==> src/rtl/alu_exec_pkg.sv <==
// alu_pkg: shared types and constants for the alu_exec execute stage.
//   alu_op_t    - 3-bit operation encoding presented on op
//   alu_state_t - execute-stage FSM state, also exported for observation
//   WIDTH       - datapath width (8 only)
//   HI_REG_DEFAULT - register that receives the multiply high byte
package alu_pkg;

  localparam int WIDTH = 8;
  localparam logic [3:0] HI_REG_DEFAULT = 4'hF;

  typedef enum logic [2:0] {
    OP_ADD = 3'b000,
    OP_SUB = 3'b001,
    OP_AND = 3'b010,
    OP_OR  = 3'b011,
    OP_XOR = 3'b100,
    OP_SHL = 3'b101,
    OP_SHR = 3'b110,
    OP_MUL = 3'b111
  } alu_op_t;

  typedef enum logic [1:0] {
    ST_IDLE    = 2'd0,
    ST_MUL_RUN = 2'd1,
    ST_WB_LO   = 2'd2,
    ST_WB_HI   = 2'd3
  } alu_state_t;

endpackage

==> src/rtl/alu_exec_if.sv <==
// alu_exec_if: issue and write-back bundle between decode, alu_exec and the
// register file.
//   issue side : start, op, val1, val2, dst        (decode -> alu)
//   write-back : wb_en, wb_addr, wb_data           (alu -> register file)
//   status     : busy, zero, carry, state          (alu -> decode / observers)
//
// Handshake: start is an issue strobe that alu_exec samples on a rising edge
// only while busy is 0; one sampled start is one operation. While busy is 1
// the issuer must hold off, and any start it raises anyway is dropped, never
// queued. wb_en is a one-cycle write strobe with no back-pressure: the
// register file accepts every cycle wb_en is 1, and wb_addr/wb_data are
// meaningful only in those cycles.
interface alu_exec_if;
  import alu_pkg::*;

  logic       start;
  alu_op_t    op;
  logic [7:0] val1;
  logic [7:0] val2;
  logic [3:0] dst;

  logic       wb_en;
  logic [3:0] wb_addr;
  logic [7:0] wb_data;

  logic       busy;
  logic       zero;
  logic       carry;
  alu_state_t state;

  modport master (
    output start, op, val1, val2, dst,
    input  wb_en, wb_addr, wb_data, busy, zero, carry, state
  );

  modport slave (
    input  start, op, val1, val2, dst,
    output wb_en, wb_addr, wb_data, busy, zero, carry, state
  );

endinterface

==> src/rtl/alu_exec_mul_seq.sv <==
// mul_seq: 8x8 unsigned shift-add multiplier, one partial product per step,
// multiplier LSB first.
//   clk, reset  - clock, synchronous active-low reset
//   load        - capture mcand_in/mplier_in, clear accumulator and step count
//   step        - perform one shift-add step
//   product     - accumulator including the partial product of the current
//                 step; once all steps are taken the multiplier is zero, so
//                 product then equals the final registered accumulator
//   done        - high during the eighth step (product is the full result)
module mul_seq (
  input  logic        clk,
  input  logic        reset,
  input  logic        load,
  input  logic        step,
  input  logic [7:0]  mcand_in,
  input  logic [7:0]  mplier_in,
  output logic [15:0] product,
  output logic        done
);

  logic [15:0] acc;
  logic [15:0] mcand;
  logic [7:0]  mplier;
  logic [2:0]  count;

  // Exposing the post-step value lets the caller register the result on the
  // same edge that performs the last step, saving a cycle.
  assign product = acc + (mplier[0] ? mcand : 16'd0);
  assign done    = step && (count == 3'd7);

  always_ff @(posedge clk) begin
    if (!reset) begin
      acc    <= '0;
      mcand  <= '0;
      mplier <= '0;
      count  <= '0;
    end else if (load) begin
      acc    <= '0;
      mcand  <= {8'd0, mcand_in};
      mplier <= mplier_in;
      count  <= '0;
    end else if (step) begin
      acc    <= product;
      mcand  <= mcand << 1;
      mplier <= mplier >> 1;
      count  <= count + 3'd1;
    end
  end

endmodule

==> src/rtl/alu_exec.sv <==
// alu_exec: execute stage between register-file read and write-back.
//   clk   - system clock, rising edge
//   reset - synchronous, active-low
//   bus   - alu_exec_if.slave: issue inputs (start, op, val1, val2, dst),
//           write-back outputs (wb_en, wb_addr, wb_data), status outputs
//           (busy, zero, carry, state)
// Single-cycle ops write back in the cycle after issue. MUL runs 8 shift-add
// steps, then writes the low byte to dst and the high byte to HI_REG on two
// consecutive cycles. All outputs are registered.
module alu_exec
  import alu_pkg::*;
#(
  parameter int         WIDTH  = alu_pkg::WIDTH,
  parameter logic [3:0] HI_REG = HI_REG_DEFAULT
) (
  input  logic       clk,
  input  logic       reset,
  alu_exec_if.slave  bus
);

  alu_state_t       state;
  logic             wb_en_q;
  logic [3:0]       wb_addr_q;
  logic [WIDTH-1:0] wb_data_q;
  logic             busy_q;
  logic             zero_q;
  logic             carry_q;
  logic [3:0]       mul_dst;

  logic [WIDTH-1:0] res;
  logic             res_c;
  logic [WIDTH:0]   sum9;
  logic [WIDTH:0]   diff9;
  logic [WIDTH:0]   shl9;
  logic [WIDTH:0]   shr9;
  logic [2:0]       sh;

  logic             mul_load;
  logic             mul_step;
  logic [15:0]      mul_product;
  logic             mul_done;

  // Single-cycle result. Shifts run in a 9-bit window so the last bit shifted
  // out lands in the spare bit (bit 8 for SHL, bit 0 for SHR); a shift of 0
  // leaves the spare bit clear, giving carry 0 without a special case.
  always_comb begin
    sh    = bus.val2[2:0];
    sum9  = {1'b0, bus.val1} + {1'b0, bus.val2};
    diff9 = {1'b0, bus.val1} - {1'b0, bus.val2};
    shl9  = {1'b0, bus.val1} << sh;
    shr9  = {bus.val1, 1'b0} >> sh;
    res   = '0;
    res_c = 1'b0;
    case (bus.op)
      OP_ADD: begin res = sum9[WIDTH-1:0];  res_c = sum9[WIDTH];  end
      OP_SUB: begin res = diff9[WIDTH-1:0]; res_c = diff9[WIDTH]; end
      OP_AND: res = bus.val1 & bus.val2;
      OP_OR:  res = bus.val1 | bus.val2;
      OP_XOR: res = bus.val1 ^ bus.val2;
      OP_SHL: begin res = shl9[WIDTH-1:0];  res_c = shl9[WIDTH];  end
      OP_SHR: begin res = shr9[WIDTH:1];    res_c = shr9[0];      end
      default: begin res = '0; res_c = 1'b0; end
    endcase
  end

  assign mul_load = (state == ST_IDLE) && bus.start && (bus.op == OP_MUL);
  assign mul_step = (state == ST_MUL_RUN);

  mul_seq u_mul (
    .clk       (clk),
    .reset     (reset),
    .load      (mul_load),
    .step      (mul_step),
    .mcand_in  (bus.val1),
    .mplier_in (bus.val2),
    .product   (mul_product),
    .done      (mul_done)
  );

  always_ff @(posedge clk) begin
    if (!reset) begin
      state     <= ST_IDLE;
      wb_en_q   <= 1'b0;
      wb_addr_q <= '0;
      wb_data_q <= '0;
      busy_q    <= 1'b0;
      zero_q    <= 1'b0;
      carry_q   <= 1'b0;
      mul_dst   <= '0;
    end else begin
      wb_en_q <= 1'b0;
      case (state)
        ST_IDLE: begin
          if (bus.start) begin
            if (bus.op == OP_MUL) begin
              state   <= ST_MUL_RUN;
              busy_q  <= 1'b1;
              mul_dst <= bus.dst;
            end else begin
              wb_en_q   <= 1'b1;
              wb_addr_q <= bus.dst;
              wb_data_q <= res;
              zero_q    <= (res == '0);
              carry_q   <= res_c;
            end
          end
        end
        ST_MUL_RUN: begin
          // The eighth step and the low-byte write-back share one edge.
          if (mul_done) begin
            state     <= ST_WB_LO;
            wb_en_q   <= 1'b1;
            wb_addr_q <= mul_dst;
            wb_data_q <= mul_product[7:0];
            zero_q    <= (mul_product == 16'd0);
            carry_q   <= (mul_product[15:8] != 8'd0);
          end
        end
        ST_WB_LO: begin
          state     <= ST_WB_HI;
          wb_en_q   <= 1'b1;
          wb_addr_q <= HI_REG;
          wb_data_q <= mul_product[15:8];
        end
        ST_WB_HI: begin
          state  <= ST_IDLE;
          busy_q <= 1'b0;
        end
        default: begin
          state  <= ST_IDLE;
          busy_q <= 1'b0;
        end
      endcase
    end
  end

  assign bus.wb_en   = wb_en_q;
  assign bus.wb_addr = wb_addr_q;
  assign bus.wb_data = wb_data_q;
  assign bus.busy    = busy_q;
  assign bus.zero    = zero_q;
  assign bus.carry   = carry_q;
  assign bus.state   = state;

endmodule

==> src/flat_wrapper.sv <==
// flat-port wrapper written by rule: the top's interface ports become plain ports
module alu_exec_flat import alu_pkg::*;
#(
  parameter int         WIDTH  = alu_pkg::WIDTH,
  parameter logic [3:0] HI_REG = HI_REG_DEFAULT
)
  (clk, reset, bus_start, bus_op, bus_val1, bus_val2, bus_dst, bus_wb_en, bus_wb_addr, bus_wb_data, bus_busy, bus_zero, bus_carry, bus_state);
  alu_exec_if bus_i ();
  input  logic clk;
  input  logic reset;
  input wire logic [$bits(bus_i.start)-1:0] bus_start;
  input wire logic [$bits(bus_i.op)-1:0] bus_op;
  input wire logic [$bits(bus_i.val1)-1:0] bus_val1;
  input wire logic [$bits(bus_i.val2)-1:0] bus_val2;
  input wire logic [$bits(bus_i.dst)-1:0] bus_dst;
  output wire logic [$bits(bus_i.wb_en)-1:0] bus_wb_en;
  output wire logic [$bits(bus_i.wb_addr)-1:0] bus_wb_addr;
  output wire logic [$bits(bus_i.wb_data)-1:0] bus_wb_data;
  output wire logic [$bits(bus_i.busy)-1:0] bus_busy;
  output wire logic [$bits(bus_i.zero)-1:0] bus_zero;
  output wire logic [$bits(bus_i.carry)-1:0] bus_carry;
  output wire logic [$bits(bus_i.state)-1:0] bus_state;
  assign bus_i.start = bus_start;
  assign bus_i.op = bus_op;
  assign bus_i.val1 = bus_val1;
  assign bus_i.val2 = bus_val2;
  assign bus_i.dst = bus_dst;
  assign bus_wb_en = bus_i.wb_en;
  assign bus_wb_addr = bus_i.wb_addr;
  assign bus_wb_data = bus_i.wb_data;
  assign bus_busy = bus_i.busy;
  assign bus_zero = bus_i.zero;
  assign bus_carry = bus_i.carry;
  assign bus_state = bus_i.state;
  alu_exec #(.WIDTH(WIDTH), .HI_REG(HI_REG)) u_core (.clk(clk), .reset(reset), .bus(bus_i));
endmodule
==> config.mk <==
export PLATFORM = sky130hd
export DESIGN_NAME = alu_exec_flat
export DESIGN_NICKNAME = d
export VERILOG_FILES = /design/src/rtl/alu_exec_pkg.sv /design/src/rtl/alu_exec_if.sv /design/src/rtl/alu_exec_mul_seq.sv /design/src/rtl/alu_exec.sv /design/src/flat_wrapper.sv
export SDC_FILE = /design/constraint.sdc
export NUM_CORES = 1
export LEC_CHECK = 0
export BUFFER_PORTS_ARGS = -buffer_cell sky130_fd_sc_hd__buf_2
export CORE_UTILIZATION = 56
export DETAILED_ROUTE_END_ITERATION = 12
export GPL_ROUTABILITY_DRIVEN = 0
export PLACE_DENSITY = 0.77
export SKIP_CTS_REPAIR_TIMING = 1
export SLEW_MARGIN = 40
export SYNTH_ARGS = -nofsm -noshare
export SYNTH_HDL_FRONTEND = slang
export SYNTH_SLANG_ARGS = --single-unit
==> constraint.sdc <==
create_clock -name clk -period 6.5 [get_ports clk]
set_clock_uncertainty 0.1 [all_clocks]
set_input_delay 0.325 -clock clk [delete_from_list [all_inputs] [get_ports clk]]
set_output_delay 0.325 -clock clk [all_outputs]
set_load 0.005 [all_outputs]
* Word-level counts from Yosys, hierarchy flattened
Cells that the tools add are included.
** Word-level totals
- Bits in registers :: 65
- Bits in latches :: 0
- RAM bits :: 0
- Bits in read-only memories :: 0
- Output and inout port bits :: 18
- Word-level logic and storage cells :: 90
- Memories :: 0
** Operators by class
- $add $sub $neg :: 4
- Multipliers :: 0
- Div/mod/pow operators :: 0
- Magnitude comparators :: 0
- Eq/ne operators :: 15
- Shift operators :: 2
- Muxes and demuxes :: 34
- Bitwise operators :: 4
- Reductions and logical operators :: 18
** Operators by type and width (number)
- 2-to-1 mux 8 bit :: 7
- one-hot mux 8 bit (7 select lines) :: 1
- one-hot mux 8 bit (3 select lines) :: 1
- adder 16 bit :: 1
- zero test 16 bit :: 1
- 2-to-1 mux 16 bit :: 1
- equality test 3 bit, second input constant :: 5
- 2-to-1 mux 4 bit :: 3
- one-hot mux 4 bit (3 select lines) :: 1
- 2-to-1 mux 1 bit :: 11
- adder 8 x 8 -> 9 bit :: 1
- AND reduction 3 bit :: 3
- left shift 8 x 3 -> 9 bit :: 1
- >> shifter 9 x 3 -> 9 bit :: 1
- subtractor 8 x 8 -> 9 bit :: 1
- AND 8 bit :: 1
- zero test 8 bit :: 1
- OR 8 bit :: 1
- one-hot mux 2 bit (4 select lines) :: 1
- AND reduction 4 bit :: 2
- nonzero test 8 bit :: 1
- bitwise XOR 8 bit :: 1
- equality test 3 x 2 -> 1 bit, second input constant :: 2
- 2-to-1 mux 2 bit :: 3
- other kinds (16) :: 25

* Logic depth before layout (Yosys ltp)
- Depth after elaboration :: 6
- Depth in mapped cells :: 11

* Hierarchy
From an unflattened synthesis, not the netlist that was laid out.
** Second synthesis, totals
- Cell total of the unflattened synthesis :: 728
- Area, all modules :: 5899.4 um2
** Modules (own cells, without submodules)
- alu_exec :: times used 1, cells each 397, area each 3135.5 um2
- mul_seq :: times used 1, cells each 331, area each 2763.9 um2

* Least setup slack after synthesis
Ideal clock, no wire load.
- Kind :: register to register
- Start point :: reg u_core.u_mul.mplier[0]
- End point :: reg u_core.zero_q (netlist: u_core.bus.zero)
- Setup time :: 87 ps
- Arrival :: 2948 ps
- Required time :: 6313 ps
- Slack :: 3365 ps
- Stages on the path, launching flop included :: 11
- Buffers on the path :: 1
- Clock period less this slack :: 3135 ps
- Cell sequence :: dfxtp_1 -> clkbuf_1 -> and2_1 -> ha_1 -> o21ai_1 -> or4b_4 -> a21boi_2 -> a211oi_1 -> or4_1 -> or4_1 -> o31ai_1
** On the way
- Longest elaborated chain between the ends :: 5
** Ends and longest elaborated chain
- start, declared :: RTL line alu_exec_mul_seq.sv:23 : logic [7:0] mplier;
- start signal, assigned :: RTL line alu_exec_mul_seq.sv:40 : mplier <= mplier_in;
- start signal, assigned :: RTL line alu_exec_mul_seq.sv:45 : mplier <= mplier >> 1;
- 2-to-1 mux 16 bit :: RTL line alu_exec_mul_seq.sv:28 : assign product = acc + (mplier[0] ? mcand : 16'd0);
- adder 16 bit :: RTL line alu_exec_mul_seq.sv:28
- zero test 16 bit :: RTL line alu_exec.sv:115 : zero_q <= (mul_product == 16'd0);
- 2-to-1 mux 1 bit :: RTL line alu_exec.sv:110 : if (mul_done) begin
- one-hot mux 1 bit (2 select lines) :: RTL line alu_exec.sv:92 : case (state)
- end signal, assigned :: RTL line alu_exec.sv:103 : zero_q <= (res == '0);
- end signal, assigned :: RTL line alu_exec.sv:115
- end, declared :: RTL line alu_exec.sv:26 : logic zero_q;
No other way between the ends. The select of a mux whose other input is x is not followed.
A chain may end at the register's enable or synchronous reset.

* Worst setup path after layout
Same ends and word-level chain as after synthesis.

==> summary.txt <==
Drt
  • Met1 WL: 6800 um
  • Routed wl met3: about 1100 um
  • DRT antenna net count: 0
  • Met2 WL: roughly 6800 um
  • Post-route DRC: 0
  • Vias: about 5400
  • DR top layer: met4
  • DR vias/cell: about 6.4
  • Initial DRC count: around 370
  • Routed wire length per instance: between 15 and 20 um
  • First-pass DRT Iterations: 5
  • Routed wire length: 15200 um

Setup path
  • CP Max Fanout: 17
  • Reg2reg start: u_core.u_mul.mplier[0]$_SDFFE_PN0P_
  • WP data arrival: around 3700 ps
  • FF-to-FF path depth: 9
  • Crit-path slowest cell: dfxtp_1
  • Reg2reg setup slack: 3020 ps
  • CP Launch Type: flop
  • CP Cell Sequence: and2_1 -> ha_1 -> a211oi_1 -> o211ai_1 -> nand2_1 -> o211ai_1 -> or4_1 -> or4_1 -> o31ai_1
  • Crit. Startpoint: u_core.u_mul.mplier[0]$_SDFFE_PN0P_
  • Worst path top cell family by delay: simple AND/OR/NAND/NOR gates
  • Critical Path RT: 6670 ps
  • Crit. End Element: flop
  • Worst path depth: 9
  • Worst Setup EP: u_core.bus.zero$_SDFFE_PN0P_
  • WS Path Type: flop to flop
  • Critical Path Max Stage Delay: 580 ps
  • Worst path bufs/invs: 0
  • Reg2reg end: u_core.bus.zero$_SDFFE_PN0P_

Place
  • HPWL after detailed placement: 11100 um
  • Dpl ws: around 3000 ps
  • IO Port Bufs: 43

Power and ir drop
  • Pleak: roughly 2.5 nW
  • VDD IR max: about 210 uV
  • PD cells: 219 nW/um2

Logic synthesis
  • EDFF count, synth: 0
  • Proportion of synthesized chip area in sequential cells: 0.233
  • Syn Std Cell Area: ~5600 um2
  • Unique masters post-synth: 66
  • Synth Flop Type: dfxtp_1
  • Post-Syn Nets: 779
  • Asr flop ratio synth: 0
  • Warnings from Yosys: 0
  • Syn avg cell area: ~8 um2
  • Yosys reg bits: 65
  • Synthesized instance count: between 700 and 800

Global routing
  • Congestion Overflow GR: 0
  • Antenna violations before repair: 0
  • Gr usage total: 0.300
  • Global-route wire length before repair: 24500 um
  • Largest net degree at the start of global routing: 53
  • Number of global-route vias before repair: ~4900

Clock network
  • CTS sink cnt: 65
  • CTS Buffer Depth: 2
  • Clock-pin slew on the worst setup and hold paths: about 70 ps
  • Clk root buf: clkbuf_8
  • Clock Latency Late Sink: around 350 ps
  • Total CTS buffers: 9
  • CTS tree: yes
  • H-tree depth: 3

STA
  • Final Hold Fails: 0
  • Final Worst Setup Slack: between 3000 and 4000 ps
  • Final min period: around 3500 ps
  • Maximum achievable frequency: about 0.29 GHz
  • Unrepaired setup endpoints after global routing: false
  • Final setup viols: 0
  • Max_slew headroom: 0.506
  • Final hold slack: 116 ps
  • Worst-Margin Slew: 741 ps
  • Period utilization: 0.536
  • Max-slew violations: 0
  • Setup TNS: 0 ps

Finish
  • Area grow syn2layout: 7.96%
  • Final net count: around 800
  • Fillcell total: around 850
  • Most frequent cells in the layout: 65 x nand2_1, 65 x dfxtp_1, 63 x nor2_1, 52 x a21oi_1, 46 x ha_1
  • # diodes: 0
  • Share of cells above drive strength 1: 0.118

Min path
  • Hold Path Stages: 3
  • Hold Path Class: input pin to flop

Job
  • Count of max-cap constraint violations: 0

Die
  • Starting Density: 0.573
  • Die extent in y: roughly 100 um
  • Die Span X: around 100 um
  • Row count: 36
  • Core area: roughly 10000 um2
  • I/O pin count: 44
  • Die area: 10400 um2

Outcome
  • Status: completed
[per-layer routing]
metal	up-vias	track usage
met5	-	0
li1	2612	-
met2	229	0.464
met1	2550	0.409
met3	43	0.0513
met4	0	0.136
[worst min-delay path, stage by stage]
cell and delay (ps):
buf_2 100, nand2_1 50, a21oi_1 50
[area by class of cell]
class	instances	area (um2)	share of cell area
Timing Repair Buffer	46	238	0.0395
Inverter	31	116	0.0193
Clock buffer	10	138	0.0229
Sequential cell	65	1300	0.216
Tap cell	133	166	0.0276
Clock inverter	6	66.3	0.0110
Multi-Input combinational cell	560	4000	0.664
[cells by family after synthesis]
kind of cell	count (synthesis)	synth area share
xor gates and xnor gates	12	0.0188
buffers and inverters	78	0.0527
adders and majority gates	50	0.116
AOI/OAI and AO/OA	190	0.236
DFF	65	0.233
muxes	52	0.114
and+or+nand+nor	256	0.229
[how the worst min path moves through the flow]
stage                                                   from  slack (ps)                            endpoint
after floorplan               u_core.mul_dst[0]$_SDFFE_PN0P_         340      u_core.mul_dst[0]$_SDFFE_PN0P_
after global placement    u_core.bus.wb_addr[0]$_SDFFE_PN0P_         340  u_core.bus.wb_addr[0]$_SDFFE_PN0P_
after detailed placement  u_core.bus.wb_addr[0]$_SDFFE_PN0P_         350  u_core.bus.wb_addr[0]$_SDFFE_PN0P_
after CTS                                         bus_dst[3]         110      u_core.mul_dst[3]$_SDFFE_PN0P_
after global routing                              bus_dst[3]         110      u_core.mul_dst[3]$_SDFFE_PN0P_
final                                             bus_dst[3]         120      u_core.mul_dst[3]$_SDFFE_PN0P_
[synth_stat cells, drive strengths merged (5+ instances only)]
master	number	area, um2
a2111oi	5	43.8
a211o	6	52.6
a211oi	22	165
a21o	10	75.1
a21oi	52	260
a221oi	5	43.8
a22oi	7	52.6
and2	20	125
and3	7	43.8
buf	5	20.0
clkbuf	42	158
dfxtp	65	1300
ha	47	588
inv	31	116
mux2i	42	420
mux4	9	203
nand2	66	248
nand2b	10	62.6
nand3	14	70.1
nand3b	7	52.6
nand4	6	37.5
nor2	63	236
nor2b	10	62.6
nor3	26	130
o211ai	13	97.6
o21ai	22	110
o22ai	6	37.5
or3	5	31.3
or4	5	37.5
xnor2	7	61.3
xor2	5	43.8
[metrics by stage]
| step | cells | instance area (um2) | power (mW) | utilization |
|---|---|---|---|---|
| 2_1_floorplan | 703 | 5580 | 0.829 | - |
| 3_3_place_gp | 835 | 5810 | 0.947 | 0.597 |
| 3_5_place_dp | 835 | 5810 | 0.962 | 0.597 |
| 4_1_cts | 851 | 6010 | 1.31 | 0.618 |
| 5_1_grt | 851 | 6020 | 1.40 | 0.619 |
| 6_report | 851 | 6020 | 1.32 | 0.619 |
[state kept, by name, indices dropped and copies added (netlist names)]
register / count
u_core.u_mul.count: 3
u_core.mul_dst: 4
u_core.bus.wb_data: 8
u_core.bus.wb_addr: 4
u_core.u_mul.mplier: 8
u_core.u_mul.mcand: 16
u_core.bus.state: 2
u_core.u_mul.acc: 16
u_core.bus.carry: 1
u_core.bus.busy: 1
u_core.bus.zero: 1
u_core.bus.wb_en: 1
[where the power goes]
part           switching [mW]  internal, mW
clock network           0.167         0.188
registers              0.0311         0.446
logic                   0.296         0.192
total                   0.494         0.826
Note: power is estimated with default switching activity, not from simulation.
